## src/rtl/pong_pkg.sv

```systemverilog
// Shared definitions between the ping_pong game core and the LED board scanner:
// packed game-state layout, board size and scan state encoding.
package pong_pkg;

  localparam int PLOC_W  = 12;
  localparam int P1_HI   = 11;
  localparam int P1_LO   = 9;
  localparam int P2_HI   = 8;
  localparam int P2_LO   = 6;
  localparam int BX_HI   = 5;
  localparam int BX_LO   = 3;
  localparam int BY_HI   = 2;
  localparam int BY_LO   = 0;
  localparam int BOARD_N = 8;

  localparam logic [PLOC_W-1:0] PLOC_DEFAULT = 12'b001001100100;

  typedef enum logic {
    ST_BLANK = 1'b0,
    ST_DRIVE = 1'b1
  } scan_state_t;

  // Paddle covers centre-1..centre+1; signed distance so edge rows never wrap.
  function automatic logic paddle_hit(input logic [2:0] centre, input logic [2:0] row);
    logic signed [3:0] d;
    d = signed'({1'b0, row}) - signed'({1'b0, centre});
    return (d >= -4'sd1) && (d <= 4'sd1);
  endfunction

endpackage

```

## src/rtl/led_matrix_scanner_if.sv

```systemverilog
// Game-state input and board pin outputs of the LED matrix scanner.
// slave = scanner side, master = game core / board side.
interface led_matrix_scanner_if;

  logic [pong_pkg::PLOC_W-1:0]  ploc_in;
  logic [pong_pkg::BOARD_N-1:0] ledr;
  logic [pong_pkg::BOARD_N-1:0] ledc;
  logic                         frame_start;

  modport master (output ploc_in, input ledr, ledc, frame_start);
  modport slave  (input ploc_in, output ledr, ledc, frame_start);

endinterface

```

## src/rtl/led_matrix_scanner_row_mask_gen.sv

```systemverilog
// Combinational pixel mask for one board row: paddles in columns 0/7 plus the ball.
// Output bit c = 1 means column c is lit.
module row_mask_gen
  import pong_pkg::*;
(
  input  logic [PLOC_W-1:0]  frame,
  input  logic [2:0]         row,
  input  logic               ball_vis,
  output logic [BOARD_N-1:0] mask
);

  logic p1_hit;
  logic p2_hit;
  logic ball_row;

  assign p1_hit   = paddle_hit(frame[P1_HI:P1_LO], row);
  assign p2_hit   = paddle_hit(frame[P2_HI:P2_LO], row);
  assign ball_row = ball_vis && (row == frame[BY_HI:BY_LO]);

  for (genvar gi = 0; gi < BOARD_N; gi++) begin : g_col
    logic ball_hit;
    assign ball_hit = ball_row && (frame[BX_HI:BX_LO] == 3'(gi));
    if (gi == 0) begin : g_p1
      assign mask[gi] = p1_hit | ball_hit;
    end else if (gi == BOARD_N - 1) begin : g_p2
      assign mask[gi] = p2_hit | ball_hit;
    end else begin : g_mid
      assign mask[gi] = ball_hit;
    end
  end

endmodule

```

## src/rtl/led_matrix_scanner.sv

```systemverilog
// Row-multiplexed 8x8 LED driver; frame latched on each row 7 -> row 0 wrap.
// Optional ball blinking is built when BALL_BLINK_EN is defined.
module led_matrix_scanner
  import pong_pkg::*;
#(
  parameter int ON_CYCLES    = 8,
  parameter int BLANK_CYCLES = 1,
  parameter int BLINK_FRAMES = 16
) (
  input logic               clkouts,
  input logic               resetb,
  led_matrix_scanner_if.slave bus
);

  localparam int CNT_MAX = (ON_CYCLES > BLANK_CYCLES) ? ON_CYCLES : BLANK_CYCLES;
  localparam int CNT_W   = $clog2(CNT_MAX + 1);
  localparam logic [CNT_W-1:0] ON_LAST    = CNT_W'(ON_CYCLES - 1);
  localparam logic [CNT_W-1:0] BLANK_LAST = CNT_W'(BLANK_CYCLES - 1);

  if (ON_CYCLES < 1 || BLANK_CYCLES < 1 || BLINK_FRAMES < 2 || (BLINK_FRAMES % 2) != 0) begin : g_bad_param
    $error("led_matrix_scanner: illegal parameter value");
  end

  scan_state_t        state_reg, state_next;
  logic [CNT_W-1:0]   cnt_reg, cnt_next;
  logic [2:0]         row_reg, row_next;
  logic [PLOC_W-1:0]  frame_reg, frame_next;
  logic [BOARD_N-1:0] ledr_reg, ledr_next;
  logic [BOARD_N-1:0] ledc_reg, ledc_next;
  logic               fs_reg, fs_next;
  logic               frame_edge;
  logic               ball_vis_next;
  logic [BOARD_N-1:0] mask_next;

  always_comb begin
    state_next = state_reg;
    cnt_next   = cnt_reg + 1'b1;
    row_next   = row_reg;
    frame_next = frame_reg;
    fs_next    = 1'b0;
    frame_edge = 1'b0;
    case (state_reg)
      ST_BLANK: begin
        if (cnt_reg == BLANK_LAST) begin
          state_next = ST_DRIVE;
          cnt_next   = '0;
          row_next   = row_reg + 3'd1;
          if (row_reg == 3'd7) begin
            frame_next = bus.ploc_in;
            fs_next    = 1'b1;
            frame_edge = 1'b1;
          end
        end
      end
      ST_DRIVE: begin
        if (cnt_reg == ON_LAST) begin
          state_next = ST_BLANK;
          cnt_next   = '0;
        end
      end
      default: begin
        state_next = ST_BLANK;
        cnt_next   = '0;
      end
    endcase
  end

`ifdef BALL_BLINK_EN
  localparam int FC_W = $clog2(BLINK_FRAMES);
  localparam logic [FC_W-1:0] FC_LAST = FC_W'(BLINK_FRAMES - 1);
  localparam logic [FC_W-1:0] FC_HALF = FC_W'(BLINK_FRAMES / 2);

  logic [FC_W-1:0] fcnt_reg, fcnt_next;
  logic            seen_reg, seen_next;

  // The first frame after reset leaves fcnt at 0; later frame starts advance it.
  always_comb begin
    fcnt_next = fcnt_reg;
    seen_next = seen_reg;
    if (frame_edge) begin
      seen_next = 1'b1;
      if (seen_reg) begin
        fcnt_next = (fcnt_reg == FC_LAST) ? '0 : fcnt_reg + 1'b1;
      end
    end
  end

  assign ball_vis_next = (fcnt_next < FC_HALF);

  always_ff @(posedge clkouts) begin
    if (!resetb) begin
      fcnt_reg <= '0;
      seen_reg <= 1'b0;
    end else begin
      fcnt_reg <= fcnt_next;
      seen_reg <= seen_next;
    end
  end
`else
  assign ball_vis_next = 1'b1;
`endif

  row_mask_gen u_mask (
    .frame    (frame_next),
    .row      (row_next),
    .ball_vis (ball_vis_next),
    .mask     (mask_next)
  );

  // Pins are computed from next state so they line up with state_reg/row_reg.
  always_comb begin
    ledr_next = '0;
    ledc_next = '1;
    if (state_next == ST_DRIVE) begin
      ledr_next = BOARD_N'(1) << row_next;
      ledc_next = ~mask_next;
    end
  end

  always_ff @(posedge clkouts) begin
    if (!resetb) begin
      state_reg <= ST_BLANK;
      cnt_reg   <= '0;
      row_reg   <= 3'd7;
      frame_reg <= PLOC_DEFAULT;
      ledr_reg  <= '0;
      ledc_reg  <= '1;
      fs_reg    <= 1'b0;
    end else begin
      state_reg <= state_next;
      cnt_reg   <= cnt_next;
      row_reg   <= row_next;
      frame_reg <= frame_next;
      ledr_reg  <= ledr_next;
      ledc_reg  <= ledc_next;
      fs_reg    <= fs_next;
    end
  end

  assign bus.ledr        = ledr_reg;
  assign bus.ledc        = ledc_reg;
  assign bus.frame_start = fs_reg;

endmodule

```

## src/flat_wrapper.sv

```systemverilog
// flat-port wrapper written by rule: the top's interface ports become plain ports
module led_matrix_scanner_flat import pong_pkg::*;
#(
  parameter int ON_CYCLES    = 8,
  parameter int BLANK_CYCLES = 1,
  parameter int BLINK_FRAMES = 16
)
  (clkouts, resetb, bus_ploc_in, bus_ledr, bus_ledc, bus_frame_start);
  led_matrix_scanner_if bus_i ();
  input logic clkouts;
  input logic resetb;
  input wire logic [$bits(bus_i.ploc_in)-1:0] bus_ploc_in;
  output wire logic [$bits(bus_i.ledr)-1:0] bus_ledr;
  output wire logic [$bits(bus_i.ledc)-1:0] bus_ledc;
  output wire logic [$bits(bus_i.frame_start)-1:0] bus_frame_start;
  assign bus_i.ploc_in = bus_ploc_in;
  assign bus_ledr = bus_i.ledr;
  assign bus_ledc = bus_i.ledc;
  assign bus_frame_start = bus_i.frame_start;
  led_matrix_scanner #(.ON_CYCLES(ON_CYCLES), .BLANK_CYCLES(BLANK_CYCLES), .BLINK_FRAMES(BLINK_FRAMES)) u_core (.clkouts(clkouts), .resetb(resetb), .bus(bus_i));
endmodule
```

## config.mk

```make
export PLATFORM = sky130hd
export DESIGN_NAME = led_matrix_scanner_flat
export DESIGN_NICKNAME = d
export VERILOG_FILES = /design/src/rtl/pong_pkg.sv /design/src/rtl/led_matrix_scanner_if.sv /design/src/rtl/led_matrix_scanner_row_mask_gen.sv /design/src/rtl/led_matrix_scanner.sv /design/src/flat_wrapper.sv
export SDC_FILE = /design/constraint.sdc
export NUM_CORES = 1
export LEC_CHECK = 0
export ABC_AREA = 1
export BUFFER_PORTS_ARGS = -buffer_cell sky130_fd_sc_hd__buf_2
export CORE_MARGIN = 1.5
export CORE_UTILIZATION = 49
export DETAILED_ROUTE_END_ITERATION = 8
export GPL_TIMING_DRIVEN = 0
export PLACE_DENSITY = 0.81
export SLEW_MARGIN = 25
export SYNTH_ARGS = -nofsm -noshare
export SYNTH_HDL_FRONTEND = slang
export SYNTH_SLANG_ARGS = --single-unit
```

## constraint.sdc

```tcl
create_clock -name clkouts -period 2.9 [get_ports clkouts]
set_input_delay 0.58 -clock clkouts [delete_from_list [all_inputs] [get_ports clkouts]]
set_output_delay 0.58 -clock clkouts [all_outputs]
set_load 0.02 [all_outputs]
```

==> results summary <==
The run finished with clean final reports. The post-synthesis register bit count came out at 37. Relative to the synthesized area, the layout overhead comes to 16.1%. The final hold violation count is 0. The clock latency reported for the late side of the worst-skew pair is 0.29 ns. The number of search-and-repair iterations in the first detailed-routing pass came out at 4. The gate count after technology mapping came out at 252.

The worst-path maximum fanout came out at 10. The worst hold path belongs to the class flip-flop to flip-flop. The worst setup path is captured at a flip-flop. The via count of the first global-routing pass came out at 1534. The DRC violation count after routing is 0. The placer congestion estimate is 0.835.

The final period demand of the worst path came out at 2.50 ns. The internal power of the cells totals 1560 uW. The synthesized netlist net count came out at 276. The cell area after synthesis is 1900 sq um. The worst setup path is launched from a flip-flop. The mean instance size in the synthesized netlist is 7.56 sq um.

The H-tree generated during clock tree synthesis spans 2 levels. VDD sags by at most 743 uV. The setup fix buffers added after clock tree synthesis came out at 0.

The horizontal die dimension came out at 65.3 microns. Combinational logic is responsible for 64.2% of the overall power. The fraction of the yosys area taken by sequential cells is 38.9%. The initial utilization of the core area, before any placement, comes to 51.6%. The highest clock frequency the design can meet is 0.399 GHz. In the final timing run, aggregate negative setup slack is 0 ns. The placed wire-length estimate after detailed placement came out at 2.75 mm.

The detailed-route via count came out at 1640. The switching share of power came out at 49.3%. The pin count of the biggest net entering global routing is 12.

The TritonCTS buffer count is 5. The cell area power density is 1390 nW/um^2. The max-capacitance violation count is 0. TritonCTS built the clock tree. The global-route congestion overflow total is 0. The leakage power total came out at 0.00115 uW. The quantity of gates resized following cts is 0. The number of buffers inserted for hold repair after clock tree synthesis came out at 0. Dividing the detail-routed via count by the number of cells gives 4.87. The power spent charging and discharging nets came out at 1520 uW. During I/O placement, the number of pins put on the boundary was 31. The area of the die came out at 4270 sq um. The number of setup violations in the final report is 0.

The share of cells above drive strength 1 is 27.7%. The total power after layout came out at 3080 uW. The most common library cell in the layout ignoring fill and taps is nand2_1. The final max-slew violation count is 0. In this run the vertical extent of the chip is 65.3 microns.

The setup skew after layout came out at 0.00556 ns. The port buffer count came out at 29. At the worst endpoint, the required time is 3.06 ns. The yosys synthesis warning count is 0.

Synthesis instantiated 30 different standard cells from the library. The flip-flop count of the largest register after layout came out at 12. The transition time at the pin with the least slew margin came out at 0.609 ns. The initial antenna violation count came out at 0. The wire length of the first global-routing pass came out at 6.57 mm. The normalized max-slew margin came out at 59.4%.

The worst setup path is of the flip-flop to flip-flop kind. The final routed wire length divided by cell count is 11.4 microns. The number of clock sinks seen by CTS is 37. The count of standard-cell rows is 22. The total track usage came out at 20.4%.

The post-route clock period utilization is 86.4%. The routed wire length came out at 3.84 mm. The initial detailed-routing violation count is 92. Once detail routing completed, the nets flagged for antenna violations numbered 0. The final net count is 312.

Of the total power, the clock network draws 13.0%. Sequential cells account for 22.8% of the total power. In the layout the commonest cells are nand2_1 (72), dfxtp_1 (37), buf_2 (30). The master cell of the clock root buffer is clkbuf_8. The maximum number of buffers from clock root to sink is 2. The antenna diode count came out at 0. The area of the core is 3690 sq um. After clock tree synthesis, the clock-pin slew on the worst setup and hold paths is 0.07 ns. The critical path data arrival time came out at 2.67 ns.

Setup repair after global routing left no endpoint under its margin.
==> path summary, 6_finish.rpt <==
check	from	cells after the start	endpoint	slack [ns]
max	u_core.row_reg[0]	15	u_core.bus.ledc[7]	0.40
min	u_core.frame_reg[0]	2	u_core.frame_reg[0]	0.49
max reg2reg	u_core.row_reg[0]	15	u_core.bus.ledc[7]	0.40
min reg2reg	u_core.frame_reg[0]	2	u_core.frame_reg[0]	0.49
==> worst max-delay path, stage by stage (launching register included) <==
cell and delay (ns):
dfxtp_1 0.38, ha_1 0.19, ha_1 0.20, inv_1 0.09
nor2_4 0.15, buf_8 0.17, nand2_2 0.07, nand2_2 0.10
inv_1 0.06, fa_1 0.40, xnor2_1 0.18, nand2_1 0.07
nor2_1 0.10, nand3_1 0.07, nand3_1 0.08, nand2_1 0.04
==> metal layers <==
layer | vias up | global-route usage [%] | wire length, microns
met4 | 0 | 10.9 | 99
met2 | 32 | 35.8 | 1910
met1 | 746 | 22.5 | 1660
met3 | 13 | 5.14 | 174
li1 | 849 | - | -
met5 | - | 0 | 0
==> Yosys cell counts (all sizes together) <==
library cell / instances / area share [%]
a21oi: 6 / 1.6
buf: 4 / 2.2
clkinv: 2 / 0.46
dfxtp: 37 / 39
fa: 1 / 1.1
ha: 9 / 5.9
inv: 33 / 6.6
mux2i: 2 / 1.1
nand2: 93 / 22
nand3: 21 / 6.7
nand4: 1 / 0.33
nor2: 25 / 6.4
nor3: 8 / 2.6
o211ai: 1 / 0.39
o21ai: 7 / 2.4
xnor2: 1 / 0.46
xor2: 1 / 0.46
==> power by group through the flow <==
stage / Clock (uW) / Combinational, uW / Sequential [uW]
after CTS: 402 / 1990 / 703
after floorplan: 0 / 1550 / 764
final: 399 / 1980 / 702
after global placement: 0 / 1900 / 707
after detailed placement: 0 / 1960 / 713
after global routing: 424 / 2230 / 719
==> per-stage QoR <==
step / hold slack, ns / cells / instance area, sq um / setup WS (ns) / util, %
floorplan: 0.451 / 252 / 1900 / 0.617 / -
global placement: 0.471 / 329 / 2110 / 0.454 / 57.2
detailed placement: 0.487 / 329 / 2110 / 0.409 / 57.2
CTS: 0.493 / 337 / 2210 / 0.376 / 59.9
global route: 0.510 / 337 / 2210 / 0.160 / 59.9
finish: 0.494 / 337 / 2210 / 0.395 / 59.9
==> kinds of logic after synthesis <==
| family | count (synthesis) | share of synthesized area, % |
|---|---|---|
| compound gates | 14 | 4.40 |
| mux | 2 | 1.05 |
| xor+xnor | 2 | 0.920 |
| simple gates | 148 | 38.4 |
| flops | 37 | 38.9 |
| fa+ha+maj | 10 | 6.96 |
| buf+inv | 39 | 9.33 |
==> layout make-up <==
class | count | area, sq um
well taps | 48 | 60.1
plain buffers | 4 | 42.5
inverters | 35 | 135
repair buffers | 29 | 145
flip-flops and latches | 37 | 741
clock inverters | 1 | 5.00
fillers | 343 | 1480
multi-input cells | 176 | 986
clock buffers | 7 | 96.3
Power figures use the tool's default switching activity.
